$ cat src/rtl/hpm_snapshot_reader_pkg.sv
// ============================================================================
// Module   : hpm_snapshot_reader_pkg
// Purpose  : Shared types and constants for the HPM snapshot reader: the
//            sample record pushed into the output FIFO, the counter CSR base
//            addresses and the engine state encoding.
// Revision : 1.0 - initial release
// ============================================================================
`default_nettype none

package hpm_snapshot_reader_pkg;

    // Base CSR addresses of mhpmcounter3 and its upper half mhpmcounter3h.
    localparam logic [11:0] c_CSR_MHPM_COUNTER_3  = 12'hB03;
    localparam logic [11:0] c_CSR_MHPM_COUNTER_3H = 12'hB83;

    typedef struct packed {
        logic [4:0]  idx;
        logic [63:0] data;
        logic        last;
    } hpm_sample_t;

    typedef enum logic [2:0] {
        ST_IDLE   = 3'd0,
        ST_RD_HI1 = 3'd1,
        ST_RD_LO  = 3'd2,
        ST_RD_HI2 = 3'd3,
        ST_CLR_LO = 3'd4,
        ST_CLR_HI = 3'd5,
        ST_PUSH   = 3'd6
    } state_e;

endpackage

`default_nettype wire

$ cat src/rtl/hpm_snapshot_reader_fifo.sv
// ============================================================================
// Module   : hpm_snapshot_reader_fifo
// Purpose  : Sample buffer between the snapshot engine and the consumer.
//            Head entry is presented combinationally.
// Ports    : clk_i, rst_i       clock, async active-high reset (flushes)
//            push_i, data_i     write side; caller never pushes when full
//            pop_i, data_o      read side; pop ignored when empty
//            full_o, empty_o    occupancy flags
// Revision : 1.0 - initial release
// ============================================================================
`default_nettype none

module hpm_snapshot_reader_fifo
    import hpm_snapshot_reader_pkg::*;
#(
    parameter int DEPTH = 4
) (
    input  logic        clk_i,
    input  logic        rst_i,
    input  logic        push_i,
    input  hpm_sample_t data_i,
    input  logic        pop_i,
    output hpm_sample_t data_o,
    output logic        full_o,
    output logic        empty_o
);

    localparam int c_AW = $clog2(DEPTH);

    hpm_sample_t     r_mem [DEPTH];
    logic [c_AW:0]   r_wr_ptr;
    logic [c_AW:0]   r_rd_ptr;
    logic            w_push;
    logic            w_pop;

    // Pointers carry one extra wrap bit to tell full from empty.
    assign empty_o = (r_wr_ptr == r_rd_ptr);
    assign full_o  = (r_wr_ptr[c_AW] != r_rd_ptr[c_AW]) &&
                     (r_wr_ptr[c_AW-1:0] == r_rd_ptr[c_AW-1:0]);
    assign w_push  = push_i & ~full_o;
    assign w_pop   = pop_i & ~empty_o;
    assign data_o  = r_mem[r_rd_ptr[c_AW-1:0]];

    always_ff @(posedge clk_i or posedge rst_i) begin
        if (rst_i) begin
            r_wr_ptr <= '0;
            r_rd_ptr <= '0;
        end else begin
            if (w_push) r_wr_ptr <= r_wr_ptr + 1'b1;
            if (w_pop)  r_rd_ptr <= r_rd_ptr + 1'b1;
        end
    end

    always_ff @(posedge clk_i) begin
        if (w_push) r_mem[r_wr_ptr[c_AW-1:0]] <= data_i;
    end

endmodule

`default_nettype wire

$ cat src/rtl/hpm_snapshot_reader.sv
// ============================================================================
// Module   : hpm_snapshot_reader
// Purpose  : Master engine on the HPM counter file's CSR port. On a software
//            trigger or periodic timer it reads mhpmcounter3 upward, optionally
//            clears each counter, and streams the 64-bit values out through a
//            sample FIFO. The CSR file has priority on the shared port.
// Ports    : clk_i, rst_i            clock, async active-high reset
//            trigger_i, period_i     snapshot start pulse / timer period (0=off)
//            clear_en_i              clear counters after reading
//            csr_busy_i              CSR file owns the port this cycle
//            req_o addr_o we_o wdata_o rdata_i   counter port
//            sample_*                valid/ready sample stream
//            busy_o, dropped_o       status; dropped saturates at 255
// Revision : 1.0 - initial release
// ============================================================================
`default_nettype none

module hpm_snapshot_reader
    import hpm_snapshot_reader_pkg::*;
#(
    parameter int NUM_COUNTERS = 6,
    parameter int XLEN         = 64,
    parameter int FIFO_DEPTH   = 4
) (
    input  logic            clk_i,
    input  logic            rst_i,
    input  logic            trigger_i,
    input  logic [31:0]     period_i,
    input  logic            clear_en_i,
    input  logic            csr_busy_i,
    output logic            req_o,
    output logic [11:0]     addr_o,
    output logic            we_o,
    output logic [XLEN-1:0] wdata_o,
    input  logic [XLEN-1:0] rdata_i,
    output logic            sample_valid_o,
    input  logic            sample_ready_i,
    output logic [4:0]      sample_idx_o,
    output logic [63:0]     sample_data_o,
    output logic            sample_last_o,
    output logic            busy_o,
    output logic [7:0]      dropped_o
);

    localparam state_e c_FIRST_RD = (XLEN == 32) ? ST_RD_HI1 : ST_RD_LO;

    state_e      r_state;
    state_e      w_state_next;
    logic [4:0]  r_idx;
    logic        r_clear_en;
    logic [31:0] r_timer;
    logic [7:0]  r_dropped;
    logic [31:0] r_hi1;
    logic [31:0] r_lo;
    logic [63:0] r_value;

    logic [63:0] w_rdata64;
    logic        w_gnt;
    logic        w_timer_fire;
    logic        w_start_req;
    logic        w_last;
    logic        w_hi_match;
    logic [11:0] w_addr_off;
    logic        w_push;
    logic        w_fifo_full;
    logic        w_fifo_empty;
    hpm_sample_t w_push_data;
    hpm_sample_t w_head;

    assign w_rdata64    = 64'(rdata_i);
    assign w_gnt        = req_o & ~csr_busy_i;
    assign w_timer_fire = (period_i != 32'd0) && (r_timer == 32'd1);
    // A coincident trigger and timer fire collapse into one start request.
    assign w_start_req  = trigger_i | w_timer_fire;
    assign w_last       = (r_idx == 5'(NUM_COUNTERS));
    assign w_hi_match   = (w_rdata64[31:0] == r_hi1);
    assign w_addr_off   = {7'd0, r_idx} - 12'd1;

    // ------------------------------------------------------------------
    // FSM
    // ------------------------------------------------------------------
    always_ff @(posedge clk_i or posedge rst_i) begin
        if (rst_i) r_state <= ST_IDLE;
        else       r_state <= w_state_next;
    end

    always_comb begin
        w_state_next = r_state;
        req_o        = 1'b0;
        we_o         = 1'b0;
        addr_o       = 12'd0;
        w_push       = 1'b0;
        case (r_state)
            ST_IDLE: begin
                if (w_start_req) w_state_next = c_FIRST_RD;
            end
            ST_RD_HI1: begin
                req_o  = 1'b1;
                addr_o = c_CSR_MHPM_COUNTER_3H + w_addr_off;
                if (!csr_busy_i) w_state_next = ST_RD_LO;
            end
            ST_RD_LO: begin
                req_o  = 1'b1;
                addr_o = c_CSR_MHPM_COUNTER_3 + w_addr_off;
                if (!csr_busy_i) begin
                    if (XLEN == 32)      w_state_next = ST_RD_HI2;
                    else if (r_clear_en) w_state_next = ST_CLR_LO;
                    else                 w_state_next = ST_PUSH;
                end
            end
            ST_RD_HI2: begin
                req_o  = 1'b1;
                addr_o = c_CSR_MHPM_COUNTER_3H + w_addr_off;
                if (!csr_busy_i) begin
                    // High half moved under us: low half may have wrapped, re-read it.
                    if (!w_hi_match)     w_state_next = ST_RD_LO;
                    else if (r_clear_en) w_state_next = ST_CLR_LO;
                    else                 w_state_next = ST_PUSH;
                end
            end
            ST_CLR_LO: begin
                req_o  = 1'b1;
                we_o   = 1'b1;
                addr_o = c_CSR_MHPM_COUNTER_3 + w_addr_off;
                if (!csr_busy_i) w_state_next = (XLEN == 32) ? ST_CLR_HI : ST_PUSH;
            end
            ST_CLR_HI: begin
                req_o  = 1'b1;
                we_o   = 1'b1;
                addr_o = c_CSR_MHPM_COUNTER_3H + w_addr_off;
                if (!csr_busy_i) w_state_next = ST_PUSH;
            end
            ST_PUSH: begin
                if (!w_fifo_full) begin
                    w_push       = 1'b1;
                    w_state_next = w_last ? ST_IDLE : c_FIRST_RD;
                end
            end
            default: w_state_next = ST_IDLE;
        endcase
    end

    // ------------------------------------------------------------------
    // Datapath: index, captured halves, timer, drop counter
    // ------------------------------------------------------------------
    always_ff @(posedge clk_i or posedge rst_i) begin
        if (rst_i) begin
            r_idx      <= '0;
            r_clear_en <= 1'b0;
            r_timer    <= '0;
            r_dropped  <= '0;
            r_hi1      <= '0;
            r_lo       <= '0;
            r_value    <= '0;
        end else begin
            // r_timer == 0 means stopped; the next nonzero period reloads it.
            if (period_i == 32'd0)
                r_timer <= '0;
            else if (r_timer == 32'd0 || r_timer == 32'd1)
                r_timer <= period_i;
            else
                r_timer <= r_timer - 32'd1;

            if (w_start_req) begin
                if (r_state == ST_IDLE) begin
                    r_idx      <= 5'd1;
                    r_clear_en <= clear_en_i;
                end else if (r_dropped != 8'hFF) begin
                    r_dropped  <= r_dropped + 8'd1;
                end
            end

            if (w_push && !w_last) r_idx <= r_idx + 5'd1;

            if (w_gnt) begin
                case (r_state)
                    ST_RD_HI1: r_hi1 <= w_rdata64[31:0];
                    ST_RD_LO: begin
                        if (XLEN == 32) r_lo    <= w_rdata64[31:0];
                        else            r_value <= w_rdata64;
                    end
                    ST_RD_HI2: begin
                        if (w_hi_match) r_value <= {r_hi1, r_lo};
                        else            r_hi1   <= w_rdata64[31:0];
                    end
                    default: ;
                endcase
            end
        end
    end

    // ------------------------------------------------------------------
    // Sample buffer
    // ------------------------------------------------------------------
    assign w_push_data = '{idx: r_idx, data: r_value, last: w_last};

    hpm_snapshot_reader_fifo #(
        .DEPTH (FIFO_DEPTH)
    ) u_fifo (
        .clk_i   (clk_i),
        .rst_i   (rst_i),
        .push_i  (w_push),
        .data_i  (w_push_data),
        .pop_i   (sample_ready_i),
        .data_o  (w_head),
        .full_o  (w_fifo_full),
        .empty_o (w_fifo_empty)
    );

    assign sample_valid_o = ~w_fifo_empty;
    assign sample_idx_o   = w_head.idx;
    assign sample_data_o  = w_head.data;
    assign sample_last_o  = w_head.last;
    assign wdata_o        = '0;
    assign busy_o         = (r_state != ST_IDLE);
    assign dropped_o      = r_dropped;

endmodule

`default_nettype wire
$ cat config.mk
export PLATFORM = sky130hd
export DESIGN_NAME = hpm_snapshot_reader
export DESIGN_NICKNAME = d
export VERILOG_FILES = /design/src/rtl/hpm_snapshot_reader_pkg.sv /design/src/rtl/hpm_snapshot_reader_fifo.sv /design/src/rtl/hpm_snapshot_reader.sv
export SDC_FILE = /design/constraint.sdc
export NUM_CORES = 1
export LEC_CHECK = 0
export ABC_CLOCK_PERIOD_IN_PS = 6300
export CAP_MARGIN = 20
export CORE_MARGIN = 3
export CORE_UTILIZATION = 60
export CTS_BUF_LIST = sky130_fd_sc_hd__clkbuf_4
export DETAILED_ROUTE_END_ITERATION = 10
export HOLD_SLACK_MARGIN = 0.15
export PLACE_DENSITY = 0.95
export SYNTH_ARGS = -nofsm -noshare
export SYNTH_HDL_FRONTEND = slang
export SYNTH_SLANG_ARGS = --single-unit
$ cat constraint.sdc
create_clock -name clk_i -period 6.3 [get_ports clk_i]
set_input_delay 1.26 -clock clk_i [delete_from_list [all_inputs] [get_ports clk_i]]
set_output_delay 1.26 -clock clk_i [all_outputs]
set_load 0.1 [all_outputs]
==> impl_results.md, run 1 <==
- Status: finished, final reports clean
- Total negative slack: 0 ns
- Dpl hpwl: 20530 µm
- Total gr overflow: 0
- EDFF count, synth: 280
- Yosys reg bits: 398
- Final setup viols: 0
- Top-area cell type share of the netlist area: 51.69%
- Netlist Area Pre-Place: 16270 µm²
- Tightest Hold Check Type: reg2reg
- Final Non-Filler Cells: 1611
- Slew @ Worst Pin: 1.087 ns
- TritonCTS clock tree: yes
- Die Footprint: 29120 µm²
- Synth area leaders: edfxtp_1 (52%), dfrtp_1 (18%), mux4_2 (9.7%)
- Crit path kind: reg2out
- Count leader, synth: edfxtp_1
- Number of synthesis warnings: 32
- Die Span Y: 170.7 µm
- Final WL: 33650 µm
- Worst EP required: 5.04 ns
- Root Driver: clkbuf_4
- Post-DR vias/cell: 5.684
- Final setup margin: 1.301 ns
- Reg2reg path depth: 4
- CP arrival: 3.74 ns
- H-tree levels: 3
- Worst-path fanout max: 40
- Startpoint Class: flip-flop
- Nets: 1311
- # hold bufs at CTS: 0
- Hold Crit Depth: 0
- Placed Cells: 1431
- Final Wtd Congestion: 0.8078
- Die width: 170.7 µm
- Clock Latency Late Sink: 0.74 ns
- I/O pins: 260
- CP Capture Type: output pin
- Pins Over Slew Limit: 0
- Final hold vios: 0
- Max_cap viols: 0
- Vias in the first global route: 9416
- Router iterations before antenna repair: 6
- Slew margin rel.: 27.55%
- Asr flop ratio synth: 29.65%
- Pre-CTS setup slack: 1.927 ns
- Global-route wire length before repair: 51380 µm
- CTS buffer count: 95
- CTS Sinks: 398
- # fillers: 1504
- Final min period: 4.999 ns
- Iter 0 DRT Violations: 826
- Fmax: 0.2001 GHz
- Row count: 59
- Postcts setup bufs: 0
- Area grow syn2layout: 20.80%
- Effective utilization at floorplan: 61.72%
- Routed wire length per instance: 20.89 µm
- Via count: 9157
- GRT Total Usage: 23.17%
- Post-synthesis cell type count: 53
- Sequential area share after synthesis: 69.84%
- Post-Syn Area per Cell: 17.40 µm²
- Synth cell count leaders: edfxtp_1 (280), dfrtp_1 (118), mux4_2 (70), mux2_2 (68), buf_4 (67)
- RSZ-0062 raised after global routing: no
- Clock Tree Buf Depth: 3
- Largest net degree at the start of global routing: 74
- Initial antenna violation count: 3
- Post-CTS Resized: 0
- Residual DRC: 0
- Clock slew at reported path FFs: 0.06 ns
- Biggest area consumer among synthesized cells: edfxtp_1
- I/O Buffers: 194
- Layout cells sized above 1: 25.90%
- CORE AREA: 26350 µm²
- Main synth FF type: edfxtp_1
- Post-Route Skew: 0.07287 ns
- Post-route ant nets: 0
- Final period util: 79.35%
- Post-Synthesis Cells: 935
[logic make-up after synthesis]
| group | synth area share, % |
|---|---|
| AO/OA/AOI/OAI | 2.954 |
| other | 0.02305 |
| flip-flops | 69.84 |
| AND/OR/NAND/NOR | 4.876 |
| adder cells (fa/ha/maj) | 1.231 |
| multiplexers | 14.46 |
| XOR/XNOR | 2.208 |
| buffers and inverters | 4.407 |
[path summary, 6_finish.rpt]
check	start	to	slack, ns
worst min-delay path	r_value[4]	u_fifo.r_mem[0][5]	0.48
min in group asynchronous	rst_i	dropped_o[1]	0.79
max in group asynchronous	rst_i	u_fifo.r_rd_ptr[1]	4.42
worst max register to register	u_fifo.r_rd_ptr[1]	u_fifo.r_mem[0][63]	3.08
worst max-delay path	u_fifo.r_rd_ptr[0]	sample_data_o[16]	1.30
worst min register to register	r_value[4]	u_fifo.r_mem[0][5]	0.48
[through the flow]
stage,hold slack (ns),utilization (%),cell area [µm²]
after floorplan,0.4619,-,16510
after global placement,0.4767,69.52,18320
after detailed placement,0.4863,69.62,18350
after CTS,0.4695,74.54,19650
after global routing,0.4937,74.56,19650
final,0.4810,74.56,19650
[registers in the layout, indices dropped and copies added, names as in the netlist]
| register | count |
|---|---|
| r_timer | 32 |
| r_state | 2 |
| dropped_o | 8 |
| r_idx | 5 |
| u_fifo.r_rd_ptr | 3 |
| r_clear_en | 1 |
| u_fifo.r_wr_ptr | 3 |
| u_fifo.r_mem | 280 |
| r_value | 64 |
[metal layers]
| layer | share of wire [%] | vias to the layer above | global-route usage, % |
|---|---|---|---|
| li1 | - | 4077 | - |
| met1 | 38 | 4556 | 29.96 |
| met2 | 51 | 457 | 38.32 |
| met3 | 8.3 | 65 | 5.892 |
| met4 | 2.3 | 2 | 9.030 |
| met5 | 0.033 | - | 0 |
[critical path: stages (launching register included)]
cell and delay (ns):
dfrtp_4 0.99, buf_4 0.48, mux4_2 0.58, clkdlybuf4s50_1 0.99
[placed cells by master, fill, tap and decap left out, drive strengths merged, types with 28 or more instances in the layout]
master / netlist / routed
edfxtp: 280 / 280
clkdlybuf4s50: 0 / 194
clkbuf: 32 / 153
dfrtp: 118 / 118
mux4: 70 / 70
mux2: 68 / 68
conb: 1 / 65
nor2: 47 / 47
a211oi: 28 / 28
[final cells by class]
cell class / count / area, µm² / share of cell area [%]
clock buffers: 153 / 1149 / 5.845
flip-flops and latches: 398 / 11370 / 57.85
repair buffers: 205 / 2044 / 10.40
diodes: 2 / 5.005 / 0.02547
well taps: 335 / 419.2 / 2.133
multi-input cells: 479 / 4461 / 22.70
inverters: 14 / 55.05 / 0.2802
clock inverters: 25 / 148.9 / 0.7577
Power of run 1 is left out: the tool's default activity adds up to more than one toggle a clock period on the data nets, which glitch-free logic cannot reach.
==> inputs of run 2 (changes only) <==
--- a/config.mk
+++ b/config.mk
@@ -5,14 +5,14 @@
 export SDC_FILE = /design/constraint.sdc
 export NUM_CORES = 1
 export LEC_CHECK = 0
-export ABC_CLOCK_PERIOD_IN_PS = 6300
+export ABC_CLOCK_PERIOD_IN_PS = 4900
 export CAP_MARGIN = 20
 export CORE_MARGIN = 3
-export CORE_UTILIZATION = 60
+export CORE_UTILIZATION = 56
 export CTS_BUF_LIST = sky130_fd_sc_hd__clkbuf_4
 export DETAILED_ROUTE_END_ITERATION = 10
 export HOLD_SLACK_MARGIN = 0.15
-export PLACE_DENSITY = 0.95
+export PLACE_DENSITY = 0.92
 export SYNTH_ARGS = -nofsm -noshare
 export SYNTH_HDL_FRONTEND = slang
 export SYNTH_SLANG_ARGS = --single-unit
==> constraint.sdc (replaced) <==
create_clock -name clk_i -period 4.9 [get_ports clk_i]
set_input_delay 0.98 -clock clk_i [delete_from_list [all_inputs] [get_ports clk_i]]
set_output_delay 0.98 -clock clk_i [all_outputs]
set_load 0.1 [all_outputs]
==> impl_results.md, run 2 (synthesis results as in run 1) <==
- # hold bufs at CTS: 0 (unchanged)
- Worst-path fanout max: 37 (was 40)
- Startpoint Class: flip-flop (unchanged)
- Row count: 61 (was 59)
- Final period util: 90.39%
- GRT Total Usage: 21.65% (was 23.17%)
- Status: finished, final reports clean (unchanged)
- Final setup viols: 0 (unchanged)
- Effective utilization at floorplan: 57.60% (was 61.72%)
- Largest net degree at the start of global routing: 82 (was 74)
- Clock slew at reported path FFs: 0.07 ns (was 0.06 ns)
- CP arrival: 3.45 ns (was 3.74 ns)
- CORE AREA: 28240 µm² (was 26350 µm²)
- Critical path, cell by cell: buf_4, mux4_2, clkdlybuf4s50_1 (unchanged)
- Final Wtd Congestion: 0.8027 (was 0.8078)
- CTS Sinks: 398 (unchanged)
- Tightest Hold Check Type: reg2reg (unchanged)
- Residual DRC: 0 (unchanged)
- Layout cells sized above 1: 27.89% (was 25.90%)
- Largest register FFs: 280 (unchanged)
- H-tree levels: 3 (unchanged)
- Fmax: 0.2258 GHz
- Die width: 176.4 µm (was 170.7 µm)
- Routed wire length per instance: 20.19 µm (was 20.89 µm)
- # fillers: 1790 (was 1504)
- Via count: 9182 (was 9157)
- Worst EP required: 3.92 ns (was 5.04 ns)
- Global-route wire length before repair: 52360 µm (was 51380 µm)
- Slew @ Worst Pin: 1.054 ns (was 1.087 ns)
- Area grow syn2layout: 21.01% (was 20.80%)
- I/O Buffers: 194 (unchanged)
- Die Span Y: 176.4 µm (was 170.7 µm)
- Router iterations before antenna repair: 5 (was 6)
- Final min period: 4.429 ns
- Clock Tree Buf Depth: 3 (unchanged)
- Final WL: 33500 µm (was 33650 µm)
- Iter 0 DRT Violations: 648 (was 826)
- CP max stage delay: 0.99 ns (about the same)
- Pins Over Slew Limit: 0 (unchanged)
- Slew margin rel.: 29.53% (was 27.55%)
- Post-DR vias/cell: 5.535 (was 5.684)
- CP Capture Type: output pin (unchanged)
- Vias in the first global route: 9708 (was 9416)
- Post-route ant nets: 0 (unchanged)
- Dpl hpwl: 20470 µm (was 20530 µm)
- RSZ-0062 raised after global routing: no (unchanged)
- Initial antenna violation count: 2 (was 3)
- CTS buffer count: 96 (was 95)
- Worst hold margin: 0.4891 ns (was 0.4810 ns)
- Postcts setup bufs: 0 (unchanged)
- Most common cell after layout, fill and taps aside: edfxtp_1 (unchanged)
- Final hold vios: 0 (unchanged)
- TritonCTS clock tree: yes (unchanged)
- I/O pins: 260 (unchanged)
- Die Footprint: 31130 µm² (was 29120 µm²)
- Crit path kind: reg2out (unchanged)
- Root Driver: clkbuf_4 (unchanged)
- Worst path slowest cell: clkdlybuf4s50_1 (was dfrtp_4)
- Max_cap viols: 0 (unchanged)
- Nets: 1319 (was 1311)
- Post-Route Skew: 0.05961 ns (was 0.07287 ns)
- Most frequent cells in the layout: edfxtp_1 (280), clkdlybuf4s50_1 (172), clkbuf_4 (147), dfrtp_1 (116), mux4_2 (70) (was edfxtp_1 (280), clkdlybuf4s50_1 (194), clkbuf_4 (153), dfrtp_1 (116), mux4_2 (70))
- Total gr overflow: 0 (unchanged)
- Post-CTS Resized: 0 (unchanged)
- Clock Latency Late Sink: 0.71 ns (was 0.74 ns)
- Total negative slack: 0 ns (unchanged)
==> run 2: cell types whose count changed in the layout (fill, tap and decap cells not counted), sizes merged <==
cell           change
buf               +29
clkdlybuf4s50     -22
clkbuf             -6
clkinv             +3
inv                +3
bufinv             -1
diode              -1
==> run 2: final cells by class <==
| class | count | area, µm² | share of cell area, % |
|---|---|---|---|
| inverters | 14 | 55.05 | 0.2797 |
| clock inverters | 30 | 141.4 | 0.7183 |
| repair buffers | 212 | 2079 | 10.56 |
| multi-input cells | 479 | 4461 | 22.66 |
| clock buffers | 147 | 1104 | 5.606 |
| well taps | 378 | 473.0 | 2.403 |
| diodes | 1 | 2.502 | 0.01271 |
| flip-flops and latches | 398 | 11370 | 57.75 |
==> run 2: path summary, 6_finish.rpt <==
path	cells past startpoint	end	slack [ns]	from
max in group asynchronous	3	r_value[43]	3.52	rst_i
min	1	u_fifo.r_wr_ptr[2]	0.49	u_fifo.r_wr_ptr[2]
max reg2reg	8	r_timer[30]	1.84	r_timer[0]
min in group asynchronous	2	r_value[23]	0.72	rst_i
min reg2reg	1	u_fifo.r_wr_ptr[2]	0.49	u_fifo.r_wr_ptr[2]
max	3	sample_data_o[40]	0.47	u_fifo.r_rd_ptr[0]
==> run 2: worst max-delay path, delay by kind of cell, from the launching register on <==
family,cells,cell delay [ns]
mux,1,0.56
flops,1,0.91
buf+inv,2,1.29
==> run 2: per-layer routing <==
layer	share of wire [%]	track usage, %
met1	39	28.75
met2	51	36.20
met3	8.1	5.355
met4	1.3	6.023
met5	0.021	0
==> run 2: metrics by stage <==
stage | std cells | setup slack (ns) | util [%] | cell area (µm²)
2_1_floorplan | 999 | 0.09382 | - | 16510
3_3_place_gp | 1479 | 1.108 | 65.12 | 18390
3_5_place_dp | 1480 | 1.111 | 65.19 | 18410
4_1_cts | 1657 | 0.3276 | 69.60 | 19650
5_1_grt | 1659 | 0.2369 | 69.70 | 19680
6_report | 1659 | 0.4708 | 69.70 | 19680
Power of run 2 is left out for the same reason.
==> inputs of run 3 (changes only) <==
--- a/config.mk
+++ b/config.mk
@@ -12,7 +12,7 @@
 export CTS_BUF_LIST = sky130_fd_sc_hd__clkbuf_4
 export DETAILED_ROUTE_END_ITERATION = 10
 export HOLD_SLACK_MARGIN = 0.15
-export PLACE_DENSITY = 0.92
+export PLACE_DENSITY = 0.87
 export SYNTH_ARGS = -nofsm -noshare
 export SYNTH_HDL_FRONTEND = slang
 export SYNTH_SLANG_ARGS = --single-unit
==> impl_results.md, run 3 (synthesis results as in run 1) <==
- Routed wire length per instance: 19.87 µm (was 20.19 µm)
- Slew @ Worst Pin: 1.061 ns (was 1.054 ns)
- Router iterations before antenna repair: 7 (was 5)
- # fillers: 1832 (was 1790)
- Iter 0 DRT Violations: 593 (was 648)
- Max_cap viols: 0 (unchanged)
- Global-route wire length before repair: 51520 µm (was 52360 µm)
- Tightest Hold Check Type: reg2reg (unchanged)
- Largest register FFs: 280 (unchanged)
- Final hold vios: 0 (unchanged)
- # hold bufs at CTS: 0 (unchanged)
- Critical path, cell by cell: buf_4, mux4_2, clkdlybuf4s50_1 (unchanged)
- Postcts setup bufs: 0 (unchanged)
- Slew margin rel.: 29.02% (was 29.53%)
- Largest net degree at the start of global routing: 77 (was 82)
- Startpoint Class: flip-flop (unchanged)
- CORE AREA: 28240 µm² (unchanged)
- TritonCTS clock tree: yes (unchanged)
- Pins Over Slew Limit: 0 (unchanged)
- Area grow syn2layout: 21.13% (was 21.01%)
- Clock slew at reported path FFs: 0.06 ns (was 0.07 ns)
- Worst EP required: 3.92 ns (about the same)
- Total gr overflow: 0 (unchanged)
- CP arrival: 3.50 ns (was 3.45 ns)
- Final period util: 91.39% (was 90.39%)
- Die Span Y: 176.4 µm (unchanged)
- Effective utilization at floorplan: 57.60% (unchanged)
- Vias in the first global route: 9604 (was 9708)
- Die Footprint: 31130 µm² (unchanged)
- Worst path slowest cell: clkdlybuf4s50_1 (unchanged)
- I/O Buffers: 194 (unchanged)
- Post-route ant nets: 0 (unchanged)
- Root Driver: clkbuf_4 (unchanged)
- Post-DR vias/cell: 5.467 (was 5.535)
- CP Capture Type: output pin (unchanged)
- Clock Latency Late Sink: 0.69 ns (was 0.71 ns)
- GRT Total Usage: 21.43% (was 21.65%)
- H-tree levels: 3 (unchanged)
- Final min period: 4.478 ns (was 4.429 ns)
- Die width: 176.4 µm (unchanged)
- CTS buffer count: 94 (was 96)
- Fmax: 0.2233 GHz (was 0.2258 GHz)
- Final setup viols: 0 (unchanged)
- Dpl hpwl: 20530 µm (was 20470 µm)
- Residual DRC: 0 (unchanged)
- Via count: 9058 (was 9182)
- Post-CTS Resized: 0 (unchanged)
- Crit path kind: reg2out (unchanged)
- CP max stage delay: 1.15 ns (was 0.99 ns)
- Worst hold margin: 0.4916 ns (was 0.4891 ns)
- CTS Sinks: 398 (unchanged)
- RSZ-0062 raised after global routing: no (unchanged)
- Post-Route Skew: 0.03664 ns (was 0.05961 ns)
- Worst-path fanout max: 66 (was 37)
- Final WL: 32930 µm (was 33500 µm)
- Initial antenna violation count: 5 (was 2)
- Most frequent cells in the layout: edfxtp_1 (280), clkdlybuf4s50_1 (189), clkbuf_4 (153), dfrtp_1 (116), mux4_2 (70) (was edfxtp_1 (280), clkdlybuf4s50_1 (172), clkbuf_4 (147), dfrtp_1 (116), mux4_2 (70))
- Layout cells sized above 1: 26.55% (was 27.89%)
- Most common cell after layout, fill and taps aside: edfxtp_1 (unchanged)
- I/O pins: 260 (unchanged)
- Final Wtd Congestion: 0.8229 (was 0.8027)
- Clock Tree Buf Depth: 3 (unchanged)
- Row count: 61 (unchanged)
- Total negative slack: 0 ns (unchanged)
- Status: finished, final reports clean (unchanged)
- Nets: 1313 (was 1319)
==> run 3: worst paths after layout <==
path	cells after the start	to	startpoint	slack, ns
max	3	sample_data_o[26]	u_fifo.r_rd_ptr[1]	0.42
min	0	u_fifo.r_mem[2][25]	r_value[24]	0.49
max reg2reg	4	u_fifo.r_mem[1][63]	u_fifo.r_rd_ptr[1]	1.65
min reg2reg	0	u_fifo.r_mem[2][25]	r_value[24]	0.49
max in group asynchronous	3	r_value[0]	rst_i	3.20
min in group asynchronous	2	dropped_o[7]	rst_i	0.80
==> run 3: layout make-up <==
| cell class | count | area [µm²] | area share [%] |
|---|---|---|---|
| flip-flops and latches | 398 | 11370 | 57.70 |
| multi-input cells | 479 | 4461 | 22.64 |
| repair buffers | 208 | 2047 | 10.39 |
| clock inverters | 25 | 143.9 | 0.7303 |
| clock buffers | 153 | 1149 | 5.829 |
| well taps | 378 | 473.0 | 2.400 |
| inverters | 14 | 57.56 | 0.2921 |
| diodes | 2 | 5.005 | 0.02540 |
==> run 3: critical path, delay by kind of cell (launching register included) <==
kind,cells,cell delay [ns]
muxes,1,0.20
buffers and inverters,2,1.48
DFF,1,1.10
==> run 3: routing by layer <==
metal	routed length, µm	GRT usage, %
met1	13430	28.24
met2	16430	35.41
met3	2565	6.280
met4	466	5.827
met5	41	0
==> run 3: through the flow <==
| step | utilization [%] | instances | setup slack [ns] | area [µm²] |
|---|---|---|---|---|
| 6_report | 69.77 | 1657 | 0.4218 | 19700 |
| 5_1_grt | 69.77 | 1656 | 0.2501 | 19700 |
| 4_1_cts | 69.76 | 1655 | 0.3363 | 19700 |
| 3_5_place_dp | 65.18 | 1477 | 1.112 | 18410 |
| 3_3_place_gp | 65.18 | 1477 | 1.141 | 18410 |
| 2_1_floorplan | - | 999 | 0.09382 | 16510 |
Power of run 3 is left out for the same reason.
